## src/rtl/issue_pair_scheduler_pkg.sv

```systemverilog
// Shared opcode constants, instruction field/class helpers and FSM types
// for the fetch-pair issue scheduler.
package issue_pair_scheduler_pkg;

  localparam int unsigned INSTR_W = 32;
  localparam int unsigned REG_W   = 5;
  localparam int unsigned OP_W    = 7;

  localparam logic [OP_W-1:0] OP_R  = 7'b0110011;
  localparam logic [OP_W-1:0] OP_I  = 7'b0010011;
  localparam logic [OP_W-1:0] OP_LW = 7'b0000011;
  localparam logic [OP_W-1:0] OP_SW = 7'b0100011;

  typedef enum logic {
    ST_IDLE   = 1'b0,
    ST_SECOND = 1'b1
  } state_e;

  // Registered payload presented to decode
  typedef struct packed {
    logic [INSTR_W-1:0] instr_1;
    logic [INSTR_W-1:0] instr_2;
    logic               dual;
  } issue_t;

  function automatic logic [OP_W-1:0] opcode(input logic [INSTR_W-1:0] instr);
    return instr[6:0];
  endfunction

  function automatic logic [REG_W-1:0] rd(input logic [INSTR_W-1:0] instr);
    return instr[11:7];
  endfunction

  function automatic logic [REG_W-1:0] rs1(input logic [INSTR_W-1:0] instr);
    return instr[19:15];
  endfunction

  function automatic logic [REG_W-1:0] rs2(input logic [INSTR_W-1:0] instr);
    return instr[24:20];
  endfunction

  function automatic logic writes_rd(input logic [INSTR_W-1:0] instr);
    return (opcode(instr) == OP_R) || (opcode(instr) == OP_I) || (opcode(instr) == OP_LW);
  endfunction

  function automatic logic reads_rs1(input logic [INSTR_W-1:0] instr);
    return (opcode(instr) == OP_R) || (opcode(instr) == OP_I) ||
           (opcode(instr) == OP_LW) || (opcode(instr) == OP_SW);
  endfunction

  function automatic logic reads_rs2(input logic [INSTR_W-1:0] instr);
    return (opcode(instr) == OP_R) || (opcode(instr) == OP_SW);
  endfunction

  function automatic logic is_mem(input logic [INSTR_W-1:0] instr);
    return (opcode(instr) == OP_LW) || (opcode(instr) == OP_SW);
  endfunction

endpackage

```

## src/rtl/issue_pair_scheduler_hazard.sv

```systemverilog
// Combinational intra-pair hazard check: decides whether slot 2 must
// issue a cycle after slot 1.
module pair_hazard_check
  import issue_pair_scheduler_pkg::*;
#(
  parameter bit DUAL_EN      = 1'b1,
  parameter bit SPLIT_ON_WAW = 1'b1
) (
  input  logic [INSTR_W-1:0] instr_1,
  input  logic [INSTR_W-1:0] instr_2,
  output logic               raw,
  output logic               waw,
  output logic               mem_conflict,
  output logic               split
);

  logic [REG_W-1:0] rd_1;
  logic             wr_1;

  assign rd_1 = rd(instr_1);
  assign wr_1 = writes_rd(instr_1) && (rd_1 != '0);

  // x0 as a destination never creates a dependency
  assign raw = wr_1 &&
               ((reads_rs1(instr_2) && (rs1(instr_2) == rd_1)) ||
                (reads_rs2(instr_2) && (rs2(instr_2) == rd_1)));

  assign waw = SPLIT_ON_WAW && wr_1 && writes_rd(instr_2) && (rd(instr_2) == rd_1);

  assign mem_conflict = is_mem(instr_1) && is_mem(instr_2);

  assign split = raw || waw || mem_conflict || !DUAL_EN;

endmodule

```

## src/rtl/issue_pair_scheduler.sv

```systemverilog
// Fetch-pair scheduler: issues a pair together or splits it over two beats,
// through a registered valid/ready output stage.
module issue_pair_scheduler
  import issue_pair_scheduler_pkg::*;
#(
  parameter bit          DUAL_EN      = 1'b1,
  parameter bit          SPLIT_ON_WAW = 1'b1,
  parameter int unsigned CNT_W        = 16
) (
  input  logic               clk,
  input  logic               rst_n,
  input  logic               flush,
  input  logic               in_valid,
  output logic               in_ready,
  input  logic [INSTR_W-1:0] in_instr_1,
  input  logic [INSTR_W-1:0] in_instr_2,
  input  logic               out_ready,
  output logic               out_en_flag,
  output logic [INSTR_W-1:0] out_instr_1,
  output logic [INSTR_W-1:0] out_instr_2,
  output logic               out_dual,
  output logic [CNT_W-1:0]   split_cnt
);

  state_e             state, state_d;
  issue_t             out_q, out_d;
  logic               en_d;
  logic [INSTR_W-1:0] hold_reg, hold_d;
  logic               cnt_inc;
  logic               advance, accept;
  logic               hz_raw, hz_waw, hz_mem, hz_split, split_c;

  pair_hazard_check #(
    .DUAL_EN      (DUAL_EN),
    .SPLIT_ON_WAW (SPLIT_ON_WAW)
  ) u_hazard (
    .instr_1      (in_instr_1),
    .instr_2      (in_instr_2),
    .raw          (hz_raw),
    .waw          (hz_waw),
    .mem_conflict (hz_mem),
    .split        (hz_split)
  );

  assign split_c  = hz_split || hz_raw || hz_waw || hz_mem;
  assign advance  = out_ready || !out_en_flag;
  assign in_ready = advance && (state == ST_IDLE) && !flush;
  assign accept   = in_valid && in_ready;

  // State register
  always_ff @(posedge clk) begin
    if (!rst_n) state <= ST_IDLE;
    else        state <= state_d;
  end

  // Next-state logic
  always_comb begin
    state_d = state;
    if (flush) begin
      state_d = ST_IDLE;
    end else if (advance) begin
      unique case (state)
        ST_IDLE:   if (accept && (in_instr_2 != '0) && split_c) state_d = ST_SECOND;
        ST_SECOND: state_d = ST_IDLE;
      endcase
    end
  end

  // Output-stage next values; everything holds while the stage is stalled
  always_comb begin
    out_d   = out_q;
    en_d    = out_en_flag;
    hold_d  = hold_reg;
    cnt_inc = 1'b0;
    if (flush) begin
      out_d  = '0;
      en_d   = 1'b0;
      hold_d = '0;
    end else if (advance) begin
      out_d = '0;
      en_d  = 1'b0;
      unique case (state)
        ST_IDLE: begin
          if (accept) begin
            en_d          = 1'b1;
            out_d.instr_1 = in_instr_1;
            if (in_instr_2 != '0) begin
              if (split_c) begin
                hold_d  = in_instr_2;
                cnt_inc = 1'b1;
              end else begin
                out_d.instr_2 = in_instr_2;
                out_d.dual    = 1'b1;
              end
            end
          end
        end
        ST_SECOND: begin
          en_d          = 1'b1;
          out_d.instr_1 = hold_reg;
          hold_d        = '0;
        end
      endcase
    end
  end

  // Output, hold and counter registers
  always_ff @(posedge clk) begin
    if (!rst_n) begin
      out_q       <= '0;
      out_en_flag <= 1'b0;
      hold_reg    <= '0;
      split_cnt   <= '0;
    end else begin
      out_q       <= out_d;
      out_en_flag <= en_d;
      hold_reg    <= hold_d;
      if (cnt_inc && (split_cnt != {CNT_W{1'b1}}))
        split_cnt <= split_cnt + CNT_W'(1);
    end
  end

  assign out_instr_1 = out_q.instr_1;
  assign out_instr_2 = out_q.instr_2;
  assign out_dual    = out_q.dual;

endmodule

```

## config.mk

```make
export PLATFORM = sky130hd
export DESIGN_NAME = issue_pair_scheduler
export DESIGN_NICKNAME = d
export VERILOG_FILES = /design/src/rtl/issue_pair_scheduler_pkg.sv /design/src/rtl/issue_pair_scheduler_hazard.sv /design/src/rtl/issue_pair_scheduler.sv
export SDC_FILE = /design/constraint.sdc
export NUM_CORES = 1
export LEC_CHECK = 0
export CAP_MARGIN = 20
export CELL_PAD_IN_SITES_DETAIL_PLACEMENT = 2
export CELL_PAD_IN_SITES_GLOBAL_PLACEMENT = 2
export CORE_MARGIN = 1
export CORE_UTILIZATION = 25
export CTS_BUF_LIST = sky130_fd_sc_hd__clkbuf_4 sky130_fd_sc_hd__clkbuf_8
export CTS_CLUSTER_SIZE = 16
export DETAILED_ROUTE_END_ITERATION = 7
export GPL_TIMING_DRIVEN = 0
export HOLD_SLACK_MARGIN = 0.15
export PLACE_DENSITY = 0.84
export SKIP_CTS_REPAIR_TIMING = 1
export SLEW_MARGIN = 20
export SYNTH_ARGS = -nofsm -noshare
export SYNTH_HDL_FRONTEND = slang
export SYNTH_SLANG_ARGS = --single-unit
export TNS_END_PERCENT = 100
```

## constraint.sdc

```tcl
create_clock -name clk -period 2.54 [get_ports clk]
set_clock_uncertainty 0.1 [all_clocks]
set_input_delay 0.762 -clock clk [delete_from_list [all_inputs] [get_ports clk]]
set_output_delay 0.762 -clock clk [all_outputs]
set_load 0.005 [all_outputs]
```

==> flow_metrics.env <==
export IMPL_critical_path_endpoint_type="register"
export IMPL_irDropWorstVdd_mv=0.288
export IMPL_crit_fanout=10
export IMPL_final_setup_viol_count=0
export IMPL_synth_edff_count=0
export IMPL_dieHeight_um=138
export IMPL_ys_async_sr_fraction_pct=0
export IMPL_drv_cap=0
export IMPL_setup_worst_path_start_class="input port"
export IMPL_fp_dieArea_um2=19200
export IMPL_drt_pass1_iter_count=6
export IMPL_gr_usage_all_layers_pct=20.8
export IMPL_ctsLongestPathBuffers=2
export IMPL_intPower_mw=2.84
export IMPL_power_share_combinational_pct=10.2
export IMPL_drt_first_iter_violations=271
export IMPL_route_detailed_wl_per_inst_um=22.7
export IMPL_ioPinCount=152
export IMPL_max_clock_freq_mhz=394
export IMPL_grt_pass1_vias=5160
export IMPL_clk_root_buffer_cell="sky130_fd_sc_hd__clkbuf_8"
export IMPL_design_final_nets=727
export IMPL_min_period_over_period_pct=99.9
export IMPL_yosys_most_used_dff="sky130_fd_sc_hd__dfxtp_1"
export IMPL_hold_viol_final=0
export IMPL_antenna_found_initial=2
export IMPL_drt_drc_violations_left=17
export IMPL_clock_insertion_delay_worst_skew_ns=0.45
export IMPL_grt_max_degree=17
export IMPL_total_number_of_clock_tree_sinks=115
export IMPL_seqPwrFrac_pct=46.1
export IMPL_synth_warnings=0
export IMPL_preCtsSetupSlack_ns=-1.14
export IMPL_vias=4836
export IMPL_pwr_density_cell_nw_per_um2=557
export IMPL_die_width_um=138
export IMPL_placeableCoreArea_um2=18100
export IMPL_synth_cell_type_count=49
export IMPL_switching_share_pct=28.9
export IMPL_cts_tree="yes"
export IMPL_dp_final_hpwl_mm=15.1
export IMPL_worst_endpoint_required_ns=2.83
export IMPL_grt_first_pass_wirelength_mm=30.5
export IMPL_path_class="input port to register"
export IMPL_post_route_cells_drive_above_1_share_pct=12.7
export IMPL_std_cell_rows=49
export IMPL_non_filler_cell_area_final_um2=7170
export IMPL_initial_core_util_pct=25.7
export IMPL_cts_buffers_inserted=17
export IMPL_finalWeightedCongestion=0.826
export IMPL_clk_transition_reported_paths_ns=0.09
export IMPL_area_growth_synth_to_final_pct=54.1
export IMPL_postSynthNetCount=549
export IMPL_drv_slew=0
export IMPL_violations="DRC"
export IMPL_layoutNonFillerInstCount=901
export IMPL_max_slew_worst_pin_slew_ns=0.577
export IMPL_slew_headroom_pct=61.5
export IMPL_synth_cell_area_um2=4650
export IMPL_synth_seq_cells=115
export IMPL_worst_ep_arrival_time_ns=2.82
export IMPL_final_setup_worst_slack_ns=0.00324
export IMPL_static_leakage_power_nw=2.92
export IMPL_period_needed_ns=2.54
export IMPL_hp_class="register to register"
export IMPL_synth_avg_cell_area_um2=9.71
export IMPL_synth_seq_area_share_pct=49.5
export IMPL_cts_htree_levels=4
export IMPL_share_clk_of_total_power_pct=43.8
export IMPL_power_switching_mw=1.15
export IMPL_status="finished with violations"
export IMPL_antenna_violating_nets_post_route=0
export IMPL_avgViaCountPerCell=5.37
export IMPL_place_port_buffers=150
export IMPL_global_route_overflow_total=0
export IMPL_dp_cells=858
export IMPL_postRouteWirelength_mm=20.4
export IMPL_post_synth_inst_count=479
export IMPL_placedInstanceArea_um2=6450
through the flow:
step	power, mW	setup TNS [ns]	util [%]	hold slack, ns
CTS	3.99	-25.76	37.8	0.379
finish	3.99	0	39.6	0.372
global placement	2.25	-67.69	35.6	0.338
detailed placement	2.27	-73.41	35.6	0.348
global route	4.14	-0.0262	39.6	0.386
floorplan	2.01	-0.0980	-	0.327
metal layers:
metal	share of wire, %	up-vias	GRT usage [%]	wire, µm
li1	-	2193	-	-
met1	41	2443	25.0	8430
met2	52	159	36.7	10500
met3	4.4	41	4.12	902
met4	2.7	0	7.33	548
met5	0	-	0	0
final cells by class:
type | instances | area, µm²
fillers | 1890 | 10900
clock buffers | 17 | 234
repair buffers | 159 | 1700
clock inverters | 15 | 158
well taps | 229 | 287
flip-flops and latches | 115 | 2300
plain buffers | 38 | 211
multi-input cells | 323 | 2260
diodes | 2 | 5.00
inverters | 3 | 11.3
power groups by stage:
stage / Sequential (mW) / Combinational (mW) / Clock (mW)
2_1_floorplan: 1.88 / 0.131 / 0
3_3_place_gp: 1.88 / 0.375 / 0
3_5_place_dp: 1.88 / 0.385 / 0
4_1_cts: 1.84 / 0.388 / 1.77
5_1_grt: 1.84 / 0.427 / 1.87
6_report: 1.84 / 0.405 / 1.75
cell families after synthesis:
group           share of synthesized area (%)
fa+ha+maj                               0.269
flops                                    49.5
buf+inv                                  3.98
mux                                     0.646
compound gates                           23.3
simple gates                             19.5
xor+xnor                                 2.82
cell usage after synthesis (all sizes together) (5+ instances only):
cell	number	area [µm²]
nand2	19	71.3
dfxtp	115	2300
nor3	38	201
a22o	57	499
xor2	5	43.8
xnor2	10	87.6
or4	10	78.8
and2	7	43.8
o21ai	5	25.0
nand4	12	75.1
nor4	8	50.1
clkbuf	22	82.6
nand3	12	72.6
o31ai	5	37.5
nor2	47	176
or3	5	31.3
a21oi	13	65.1
a221oi	32	280
buf	16	91.3
worst paths after layout:
check / startpoint / endpoint / slack [ns] / cells past startpoint
max: in_instr_2[21] / split_cnt[8] / 0.003 / 8
min: out_dual / out_dual / 0.37 / 1
max reg2reg: state / hold_reg[15] / 0.21 / 10
min reg2reg: out_dual / out_dual / 0.37 / 1
placed cells by master (no fill, tap or decap), types with 5 or more instances in the layout:
cell type and n:
sky130_fd_sc_hd__or4_1 7, sky130_fd_sc_hd__and2_1 7, sky130_fd_sc_hd__a22o_1 57, sky130_fd_sc_hd__dfxtp_1 115
sky130_fd_sc_hd__dlymetal6s2s_1 42, sky130_fd_sc_hd__nor4_2 5, sky130_fd_sc_hd__o31ai_1 5, sky130_fd_sc_hd__buf_6 5
sky130_fd_sc_hd__xor2_1 5, sky130_fd_sc_hd__buf_2 6, sky130_fd_sc_hd__clkbuf_8 17, sky130_fd_sc_hd__nor2_1 46
sky130_fd_sc_hd__xnor2_1 10, sky130_fd_sc_hd__nor3_1 35, sky130_fd_sc_hd__nand3_1 11, sky130_fd_sc_hd__buf_4 11
sky130_fd_sc_hd__nand2_1 17, sky130_fd_sc_hd__or3_1 5, sky130_fd_sc_hd__inv_6 10, sky130_fd_sc_hd__clkbuf_1 16
sky130_fd_sc_hd__a221oi_1 32, sky130_fd_sc_hd__a21oi_1 11, sky130_fd_sc_hd__clkdlybuf4s50_1 107, sky130_fd_sc_hd__nand4_1 12
critical path, stage by stage:
cell                             delay (ns)
sky130_fd_sc_hd__dlymetal6s2s_1        0.32
sky130_fd_sc_hd__xnor2_1               0.19
sky130_fd_sc_hd__nand4_1               0.17
sky130_fd_sc_hd__o32a_1                0.40
sky130_fd_sc_hd__and3_4                0.18
sky130_fd_sc_hd__buf_6                 0.14
sky130_fd_sc_hd__or4_1                 0.50
sky130_fd_sc_hd__a21oi_1               0.15
(Power assumes the default switching activity.)
